[config.mk]
export PLATFORM = sky130hd
export DESIGN_NAME = spi_cmd_decoder_flat
export DESIGN_NICKNAME = d
export VERILOG_FILES = /design/src/rtl/led_pkg.sv /design/src/rtl/spi_cmd_decoder_if.sv /design/src/rtl/sync_2ff.sv /design/src/rtl/spi_cmd_decoder.sv /design/src/flat_wrapper.sv
export SDC_FILE = /design/constraint.sdc
export NUM_CORES = 1
export LEC_CHECK = 0
export ABC_AREA = 1
export BUFFER_PORTS_ARGS = -buffer_cell sky130_fd_sc_hd__buf_4
export CAP_MARGIN = 20
export CORE_MARGIN = 1
export CORE_UTILIZATION = 34
export DETAILED_ROUTE_END_ITERATION = 12
export REMOVE_ABC_BUFFERS = 1
export SLEW_MARGIN = 30
export SYNTH_ARGS = -nofsm -noshare
export SYNTH_HDL_FRONTEND = slang
export SYNTH_SLANG_ARGS = --single-unit
[constraint.sdc]
create_clock -name clk_in -period 1.7 [get_ports clk_in]
set_input_delay 0.255 -clock clk_in [delete_from_list [all_inputs] [get_ports clk_in]]
set_output_delay 0.255 -clock clk_in [all_outputs]
set_load 0.02 [all_outputs]
[src/rtl/led_pkg.sv]
// led_pkg: shared command codes, FSM states and timing defaults for the LED SPI front end
package led_pkg;

    localparam logic [7:0] CMD_CONF_WR = 8'h2A;
    localparam logic [7:0] CMD_ADDR_WR = 8'h2B;
    localparam logic [7:0] CMD_DATA_WR = 8'h2C;
    localparam logic [7:0] CMD_REFRESH = 8'h2D;

    localparam logic [7:0] T0H_DEF = 8'd8;
    localparam logic [7:0] T0S_DEF = 8'd17;
    localparam logic [7:0] T1H_DEF = 8'd16;
    localparam logic [7:0] T1S_DEF = 8'd9;

    localparam int PIXEL_W = 24;

    typedef enum logic [2:0] {
        ST_IDLE,
        ST_CONF,
        ST_ADDR,
        ST_DATA,
        ST_DISCARD
    } state_t;

endpackage

[src/rtl/spi_cmd_decoder_if.sv]
// spi_cmd_decoder_if: byte-receiver input, pixel RAM write port and LED stage controls
interface spi_cmd_decoder_if
    import led_pkg::*;
#(
    parameter int ADDR_W = 8
);
    logic               spi_cs_n_in;
    logic               byte_rdy_in;
    logic [7:0]         byte_data_in;
    logic               ram_wr_en_out;
    logic [ADDR_W-1:0]  ram_wr_addr_out;
    logic [PIXEL_W-1:0] ram_wr_data_out;
    logic [7:0]         t0h_time_out;
    logic [7:0]         t0s_time_out;
    logic [7:0]         t1h_time_out;
    logic [7:0]         t1s_time_out;
    logic               refresh_out;

    modport slave (
        input  spi_cs_n_in, byte_rdy_in, byte_data_in,
        output ram_wr_en_out, ram_wr_addr_out, ram_wr_data_out,
        output t0h_time_out, t0s_time_out, t1h_time_out, t1s_time_out, refresh_out
    );

    modport master (
        output spi_cs_n_in, byte_rdy_in, byte_data_in,
        input  ram_wr_en_out, ram_wr_addr_out, ram_wr_data_out,
        input  t0h_time_out, t0s_time_out, t1h_time_out, t1s_time_out, refresh_out
    );
endinterface

[src/rtl/sync_2ff.sv]
// sync_2ff: two-flop synchronizer for a single asynchronous bit with selectable reset value
module sync_2ff #(
    parameter logic RST_VAL = 1'b1
) (
    input  logic clk_i,
    input  logic rst_i,
    input  logic d_i,
    output logic q_o
);
    logic s1_q, s2_q;

    // Two flops in series give metastability time before the bit is used
    always_ff @(posedge clk_i) begin
        if (rst_i) begin
            s1_q <= RST_VAL;
            s2_q <= RST_VAL;
        end else begin
            s1_q <= d_i;
            s2_q <= s1_q;
        end
    end

    assign q_o = s2_q;
endmodule

[src/rtl/spi_cmd_decoder.sv]
// spi_cmd_decoder: frames SPI bytes by chip select and decodes config, address, pixel and refresh commands
module spi_cmd_decoder
    import led_pkg::*;
#(
    parameter int ADDR_W = 8
) (
    input  logic              clk_in,
    input  logic              rst_in,
    spi_cmd_decoder_if.slave  bus
);
    logic               cs_n_s, cs_prev_q, frame_end, byte_ok;
    logic [7:0]         d;
    state_t             state_q, state_d;
    logic [1:0]         cnt_q, cnt_d;
    logic [7:0]         b0_q, b0_d, b1_q, b1_d, hi_q, hi_d;
    logic [ADDR_W-1:0]  base_q, base_d, ptr_q, ptr_d;
    logic [7:0]         t0h_q, t0h_d, t0s_q, t0s_d, t1h_q, t1h_d, t1s_q, t1s_d;
    logic               wr_en_q, wr_en_d, refresh_q, refresh_d;
    logic [ADDR_W-1:0]  wr_addr_q, wr_addr_d;
    logic [PIXEL_W-1:0] wr_data_q, wr_data_d;

    sync_2ff #(.RST_VAL(1'b1)) u_cs_sync (
        .clk_i (clk_in),
        .rst_i (rst_in),
        .d_i   (bus.spi_cs_n_in),
        .q_o   (cs_n_s)
    );

    assign d         = bus.byte_data_in;
    assign frame_end = cs_n_s & ~cs_prev_q;
    assign byte_ok   = bus.byte_rdy_in & ~cs_n_s;

    // FSM state register
    always_ff @(posedge clk_in) begin
        if (rst_in) state_q <= ST_IDLE;
        else        state_q <= state_d;
    end

    // Next state and datapath updates; frame end overrides any byte in the same cycle
    always_comb begin
        state_d   = state_q;
        cnt_d     = cnt_q;
        b0_d      = b0_q;
        b1_d      = b1_q;
        hi_d      = hi_q;
        base_d    = base_q;
        ptr_d     = ptr_q;
        t0h_d     = t0h_q;
        t0s_d     = t0s_q;
        t1h_d     = t1h_q;
        t1s_d     = t1s_q;
        wr_en_d   = 1'b0;
        wr_addr_d = wr_addr_q;
        wr_data_d = wr_data_q;
        refresh_d = 1'b0;
        if (frame_end) begin
            state_d = ST_IDLE;
            cnt_d   = '0;
        end else if (byte_ok) begin
            case (state_q)
                ST_IDLE: begin
                    cnt_d     = '0;
                    state_d   = d == CMD_CONF_WR ? ST_CONF :
                                d == CMD_ADDR_WR ? ST_ADDR :
                                d == CMD_DATA_WR ? ST_DATA : ST_DISCARD;
                    ptr_d     = d == CMD_DATA_WR ? base_q : ptr_q;
                    refresh_d = d == CMD_REFRESH;
                end
                ST_CONF: begin
                    t0h_d   = cnt_q == 2'd0 ? d : t0h_q;
                    t0s_d   = cnt_q == 2'd1 ? d : t0s_q;
                    t1h_d   = cnt_q == 2'd2 ? d : t1h_q;
                    t1s_d   = cnt_q == 2'd3 ? d : t1s_q;
                    cnt_d   = cnt_q + 2'd1;
                    state_d = cnt_q == 2'd3 ? ST_DISCARD : ST_CONF;
                end
                ST_ADDR: begin
                    hi_d    = cnt_q == 2'd0 ? d : hi_q;
                    base_d  = cnt_q == 2'd0 ? base_q : ADDR_W'({hi_q, d});
                    cnt_d   = 2'd1;
                    state_d = cnt_q == 2'd0 ? ST_ADDR : ST_DISCARD;
                end
                ST_DATA: begin
                    b0_d = cnt_q == 2'd0 ? d : b0_q;
                    b1_d = cnt_q == 2'd1 ? d : b1_q;
                    if (cnt_q == 2'd2) begin
                        wr_en_d   = 1'b1;
                        wr_addr_d = ptr_q;
                        wr_data_d = {b0_q, b1_q, d};
                        ptr_d     = ptr_q + ADDR_W'(1);
                        cnt_d     = '0;
                    end else begin
                        cnt_d = cnt_q + 2'd1;
                    end
                end
                default: ;
            endcase
        end
    end

    // Datapath and output registers
    always_ff @(posedge clk_in) begin
        if (rst_in) begin
            cs_prev_q <= 1'b1;
            cnt_q     <= '0;
            b0_q      <= '0;
            b1_q      <= '0;
            hi_q      <= '0;
            base_q    <= '0;
            ptr_q     <= '0;
            t0h_q     <= T0H_DEF;
            t0s_q     <= T0S_DEF;
            t1h_q     <= T1H_DEF;
            t1s_q     <= T1S_DEF;
            wr_en_q   <= 1'b0;
            wr_addr_q <= '0;
            wr_data_q <= '0;
            refresh_q <= 1'b0;
        end else begin
            cs_prev_q <= cs_n_s;
            cnt_q     <= cnt_d;
            b0_q      <= b0_d;
            b1_q      <= b1_d;
            hi_q      <= hi_d;
            base_q    <= base_d;
            ptr_q     <= ptr_d;
            t0h_q     <= t0h_d;
            t0s_q     <= t0s_d;
            t1h_q     <= t1h_d;
            t1s_q     <= t1s_d;
            wr_en_q   <= wr_en_d;
            wr_addr_q <= wr_addr_d;
            wr_data_q <= wr_data_d;
            refresh_q <= refresh_d;
        end
    end

    assign bus.ram_wr_en_out   = wr_en_q;
    assign bus.ram_wr_addr_out = wr_addr_q;
    assign bus.ram_wr_data_out = wr_data_q;
    assign bus.t0h_time_out    = t0h_q;
    assign bus.t0s_time_out    = t0s_q;
    assign bus.t1h_time_out    = t1h_q;
    assign bus.t1s_time_out    = t1s_q;
    assign bus.refresh_out     = refresh_q;
endmodule

[src/flat_wrapper.sv]
// flat-port wrapper written by rule: the top's interface ports become plain ports
module spi_cmd_decoder_flat import led_pkg::*;
#(
    parameter int ADDR_W = 8
)
  (clk_in, rst_in, bus_spi_cs_n_in, bus_byte_rdy_in, bus_byte_data_in, bus_ram_wr_en_out, bus_ram_wr_addr_out, bus_ram_wr_data_out, bus_t0h_time_out, bus_t0s_time_out, bus_t1h_time_out, bus_t1s_time_out, bus_refresh_out);
  spi_cmd_decoder_if #(.ADDR_W(ADDR_W)) bus_i ();
  input  logic clk_in;
  input  logic rst_in;
  input wire logic [$bits(bus_i.spi_cs_n_in)-1:0] bus_spi_cs_n_in;
  input wire logic [$bits(bus_i.byte_rdy_in)-1:0] bus_byte_rdy_in;
  input wire logic [$bits(bus_i.byte_data_in)-1:0] bus_byte_data_in;
  output wire logic [$bits(bus_i.ram_wr_en_out)-1:0] bus_ram_wr_en_out;
  output wire logic [$bits(bus_i.ram_wr_addr_out)-1:0] bus_ram_wr_addr_out;
  output wire logic [$bits(bus_i.ram_wr_data_out)-1:0] bus_ram_wr_data_out;
  output wire logic [$bits(bus_i.t0h_time_out)-1:0] bus_t0h_time_out;
  output wire logic [$bits(bus_i.t0s_time_out)-1:0] bus_t0s_time_out;
  output wire logic [$bits(bus_i.t1h_time_out)-1:0] bus_t1h_time_out;
  output wire logic [$bits(bus_i.t1s_time_out)-1:0] bus_t1s_time_out;
  output wire logic [$bits(bus_i.refresh_out)-1:0] bus_refresh_out;
  assign bus_i.spi_cs_n_in = bus_spi_cs_n_in;
  assign bus_i.byte_rdy_in = bus_byte_rdy_in;
  assign bus_i.byte_data_in = bus_byte_data_in;
  assign bus_ram_wr_en_out = bus_i.ram_wr_en_out;
  assign bus_ram_wr_addr_out = bus_i.ram_wr_addr_out;
  assign bus_ram_wr_data_out = bus_i.ram_wr_data_out;
  assign bus_t0h_time_out = bus_i.t0h_time_out;
  assign bus_t0s_time_out = bus_i.t0s_time_out;
  assign bus_t1h_time_out = bus_i.t1h_time_out;
  assign bus_t1s_time_out = bus_i.t1s_time_out;
  assign bus_refresh_out = bus_i.refresh_out;
  spi_cmd_decoder #(.ADDR_W(ADDR_W)) u_core (.clk_in(clk_in), .rst_in(rst_in), .bus(bus_i));
endmodule
Word-level counts from Yosys, hierarchy flattened
Cells that the tools add are included.
- register bits after elaboration: 106
- output and inout port bits: 66
- word-level logic and storage cells: 71
- $add $sub $neg: 2
- eq/ne operators: 12
- multiplexer cells: 12
- bitwise logic cells: 9
- reductions and logical operators: 19
- operators by type and width (operator ; number):
    $eq A8 B6 Y1 const B ; 4
    $reduce_and A4 Y1 ; 8
    $mux W8 ; 2
    $pmux W8 S2 ; 1
    $mux W3 ; 5
    $pmux W3 S3 ; 1
    $add A8 B1 Y8 const B ; 1
    $pmux W2 S4 ; 1
    $reduce_or A4 Y1 ; 2
    $not A1 Y1 ; 7
    $eq A3 B2 Y1 const B ; 2
    $reduce_and A5 Y1 ; 1
    $eq A2 B2 Y1 const B ; 2
    $ne A2 B1 Y1 const B ; 2
    $reduce_and A2 Y1 ; 2
    $reduce_bool A4 Y1 ; 1
    $eq A3 B1 Y1 const B ; 1
    $logic_not A3 Y1 ; 1
    $reduce_bool A3 Y1 ; 1
    $add A2 B1 Y2 const B ; 1
    $and A1 B1 Y1 ; 2
    $eq A2 B1 Y1 const B ; 1
    $logic_not A2 Y1 ; 1
    $mux W2 ; 1
    3 further kinds ; 3

Longest topological paths before layout
- depth in word-level cells: 5
- mapped depth: 10

Cells and area by module
Synthesis repeated with hierarchy kept, for this count alone.
- cell total of the unflattened synthesis: 525
- area total of the unflattened synthesis: 4124.0 um2
- by module, submodules not included (module ; times used ; cells an instance ; area each (um2) ; seq. area each (um2)):
    spi_cmd_decoder ; 1 ; 518 ; 4065.1 ; 2082.0
    sync_2ff ; 1 ; 7 ; 58.8 ; 40.0

Worst setup path before layout
Ideal clock, no wire load.
- path type: register -> register
- from: reg u_core.cnt_q[0]
- to: reg u_core.wr_data_q[0] (netlist: u_core.bus.ram_wr_data_out[0])
- library setup time: 123 ps
- arrival: 1310 ps
- required time: 1577 ps
- slack: 266 ps
- stages on the path, launching flop included: 10
- cells stage by stage: dfxtp_1 inv_1 ha_1 inv_1 nor2_1 nand2_1 inv_2 buf_2 o21ai_1 a21oi_1
- cells in the longest elaborated chain, start to end: 2
- RTL lines (item ; line ; RTL):
    from (decl) ; spi_cmd_decoder.sv:14 ; logic [1:0] cnt_q, cnt_d;
    from (signal assigned) ; spi_cmd_decoder.sv:121 ; cnt_q <= cnt_d;
    $eq A2 B2 Y1 ; spi_cmd_decoder.sv:86 ; if (cnt_q == 2'd2) begin
    $reduce_and A4 Y1 (no line) ; n/a ;
    to (signal assigned) ; spi_cmd_decoder.sv:133 ; wr_data_q <= wr_data_d;
    to (decl) ; spi_cmd_decoder.sv:20 ; logic [PIXEL_W-1:0] wr_data_q, wr_data_d;
Every way passes these cells.
A chain may end at the register's enable or synchronous reset.

Worst setup path after layout
- from: reg u_core.state_q[2]
- to: reg u_core.t0h_q[3] (netlist: u_core.bus.t0h_time_out[3])
- cells in the longest elaborated chain, start to end: 2
- RTL lines (item ; line ; RTL):
    from (decl) ; spi_cmd_decoder.sv:13 ; state_t state_q, state_d;
    from (signal assigned) ; spi_cmd_decoder.sv:36 ; else state_q <= state_d;
    $eq A3 B1 Y1 ; spi_cmd_decoder.sv:60 ; case (state_q)
    $reduce_and A4 Y1 (no line) ; n/a ;
    to (signal assigned) ; spi_cmd_decoder.sv:127 ; t0h_q <= t0h_d;
    to (decl) ; spi_cmd_decoder.sv:17 ; logic [7:0] t0h_q, t0h_d, t0s_q, t0s_d, t1h_q, t1h_d, t1s_q, t1s_d;
Every way passes these cells.

==> flow_summary.json <==
{
  "power_mw": 4.92,
  "grt_pass1_wl_um": 16800,
  "path_delay_family": "simple AND/OR/NAND/NOR gates",
  "rows": 40,
  "cp-end-kind": "flop",
  "max_slew.worst_pin.slew_ns": 0.419,
  "antenna_left": 0,
  "yosysTopAreaCell": "dfxtp_1",
  "critPathMaxStageDelay_ns": 0.39,
  "path_max_fanout": 13,
  "p_int_mw": 3.89,
  "firstDrtPassIters": 4,
  "status": "finished, final reports clean",
  "cts_made_buffers": 9,
  "hold_viol_final": 0,
  "maxSlewViolCount": 0,
  "fmaxAchievable_mhz": 647,
  "viasPerCell": 4.66,
  "grt_busiest_layer": "met2",
  "h-tree-depth": 3,
  "hold_class": "primary input to flop",
  "startpoint_type": "flop",
  "slew_headroom": 0.721,
  "r2r_start": "u_core.state_q[2]$_SDFFE_PP0P_",
  "layout_commonest_cell": "dfxtp_1",
  "antenna_found_initial": 0,
  "track_usage": 0.167,
  "path_class": "flop to flop",
  "drc": 0,
  "power.density_nw_per_um2": 919,
  "portBuffers": 77,
  "pwr-share-clk": 0.451,
  "drive_gt1_frac": 0.243,
  "hp-start": "bus_spi_cs_n_in",
  "use_met2": 0.269,
  "fin_crit_sh": 0.909,
  "clock_latency_ns": 0.35,
  "ys_seq_elements": 106,
  "overflow": 0,
  "finalNetCount": 633,
  "die_height_um": 114,
  "cap_viol_max_count": 0,
  "worstPathRequired_ns": 1.93,
  "reg2reg_slack_ns": 0.16,
  "path_buf_inv": 1,
  "skew_ns": 0.00842,
  "dieArea_um2": 13000,
  "syn-cell-area_um2": 4260,
  "power.leakage_nw": 2.30,
  "fin_crit_ns": 1.54,
  "use_met3": 0.0600,
  "p_switching_mw": 1.02,
  "finalSetupViolCount": 0,
  "pwr-share-seq": 0.508,
  "grt_use_met1": 0.209,
  "fp.coreArea_um2": 12100,
  "cp_cell_sequence": "nor3_4 > nand2_4 > nor2_4 > inv_2 > nand2_1 > o211ai_1",
  "grt_max_degree": 58,
  "gp_congestion": 0.829,
  "worstPathArrival_ns": 1.77,
  "rsz0062_at_grt": "no",
  "clockBufferDepth": 2,
  "clkTransAtPathRegs_ns": 0.06,
  "wl_um": 10400,
  "synth_area_leaders": "dfxtp_1, nor2_1, o21ai_0",
  "yosysTopAreaCellShare": 0.498,
  "r2r_end": "u_core.bus.t0h_time_out[3]$_SDFFE_PP1P_",
  "wl_per_cell_um": 13.2,
  "vdd_drop_max_uv": 470,
  "vias": 3675,
  "initial_core_util": 0.352,
  "ioPinCount": 78,
  "synth_cell_types": 34,
  "reg2regPathDepth": 6,
  "grt_pass1_vias": 3380,
  "dp_hpwl_um": 7160,
  "synth.yosys.seq_area_share": 0.498,
  "cts.sinks": 106,
  "tritoncts": "built",
  "critPathCapture": "u_core.bus.t0h_time_out[3]$_SDFFE_PP1P_",
  "power.share.combinational": 0.041,
  "syn_inst": 540,
  "fp.dieW_um": 114,
  "p_sw_frac": 0.208,
  "root_buffer": "clkbuf_16",
  "crit_start": "u_core.state_q[2]$_SDFFE_PP0P_",
  "area_delta_synth_final_pct": 25.5,
  "syn_area_per_cell_um2": 7.90,
  "path_depth": 6,
  "slowest_stage": "dfxtp_1",
  "postLayoutCoreUtil": 0.442,
  "antenna_cells": 0,
  "yosysWarnings": 0,
  "final_cell_mix": "dfxtp_1, nor2_1, buf_4",
  "dr.first_iter.drc_count": 194
}
## registers in the layout (all words and copies together) (netlist names), 2 cells and up
| signal | flops |
|---|---|
| u_core.bus.ram_wr_addr_out | 8 |
| u_core.bus.t1s_time_out | 8 |
| u_core.bus.ram_wr_data_out | 24 |
| u_core.state_q | 3 |
| u_core.base_q | 8 |
| u_core.bus.t0s_time_out | 8 |
| u_core.cnt_q | 2 |
| u_core.b0_q | 8 |
| u_core.bus.t1h_time_out | 8 |
| u_core.b1_q | 8 |
| u_core.ptr_q | 8 |
| u_core.bus.t0h_time_out | 8 |
## layout make-up
| class | count | area, um^2 |
|---|---|---|
| Tap cell | 168 | 210 |
| Timing Repair Buffer | 93 | 723 |
| Fill cell | 1251 | 6760 |
| Sequential cell | 106 | 2120 |
| Clock inverter | 4 | 73.8 |
| Clock buffer | 12 | 246 |
| Multi-Input combinational cell | 360 | 1800 |
| Inverter | 46 | 179 |
## repair_timing
action,4_1_cts,5_1_grt
hold buffers,0,0
buffers inserted,0,1
resized for setup,1,2
endpoints found under the setup margin,11,7
pin swaps,0,1
## cell usage after synthesis
cell type	count
inv_2	12
a21oi_1	51
nand2_4	2
nand3_1	10
nand2_1	62
o21a_1	1
buf_2	6
o21ai_0	54
inv_1	27
nand4_1	3
clkinv_2	1
nor3_4	1
nor2_4	5
ha_1	5
a21oi_2	3
clkinv_1	6
nor2_1	95
nor3_2	1
nand3_4	1
nor4_1	1
a211oi_2	2
nand3_2	2
buf_6	7
o211ai_1	6
nand2_2	3
o21ai_1	41
o21bai_1	1
o21ai_2	1
nor2_2	5
buf_4	2
dfxtp_1	106
clkbuf_1	13
a31oi_1	1
or2_2	3
## power by group through the flow
stage | sequential (mW) | combinational (mW) | clock [mW]
final | 2.50 | 0.201 | 2.22
after global routing | 2.50 | 0.222 | 2.35
after CTS | 2.50 | 0.203 | 2.28
after detailed placement | 2.55 | 0.202 | 0
after global placement | 2.55 | 0.200 | 0
after floorplan | 2.55 | 0.0995 | 0
## routing by layer
metal	share of wire	vias up
li1	-	1916
met5	0	-
met3	0.077	11
met2	0.46	107
met4	0.012	0
met1	0.46	1641
## through the flow
stage	worst slack (ns)	hold slack, ns	area, um^2	std cells	TNS, ns
floorplan	-0.530	0.324	4090	512	-14.43
global placement	0.0814	0.410	5020	772	0
detailed placement	0.00554	0.408	5020	772	0
CTS	0.111	0.0904	5340	788	0
global route	0.00468	0.100	5350	789	0
finish	0.156	0.100	5350	789	0
## how the worst min path moves through the flow
stage / slack (ns) / cells after the start / endpoint
CTS: 0.09 / 2 / u_core.u_cs_sync.s1_q$_SDFF_PP1_
global route: 0.10 / 2 / u_core.u_cs_sync.s1_q$_SDFF_PP1_
global placement: 0.41 / 1 / u_core.u_cs_sync.q_o$_SDFF_PP1_
detailed placement: 0.41 / 1 / u_core.u_cs_sync.q_o$_SDFF_PP1_
finish: 0.10 / 2 / u_core.u_cs_sync.s1_q$_SDFF_PP1_
floorplan: 0.32 / 1 / u_core.ptr_q[7]$_SDFFE_PP0P_
## logic make-up after synthesis
family	after synthesis	synth area share
buffers and inverters	74	0.0813
adders and majority gates	5	0.0147
AOI/OAI and AO/OA	161	0.201
DFF	106	0.498
and+or+nand+nor	194	0.205
(Power assumes the default switching activity.)
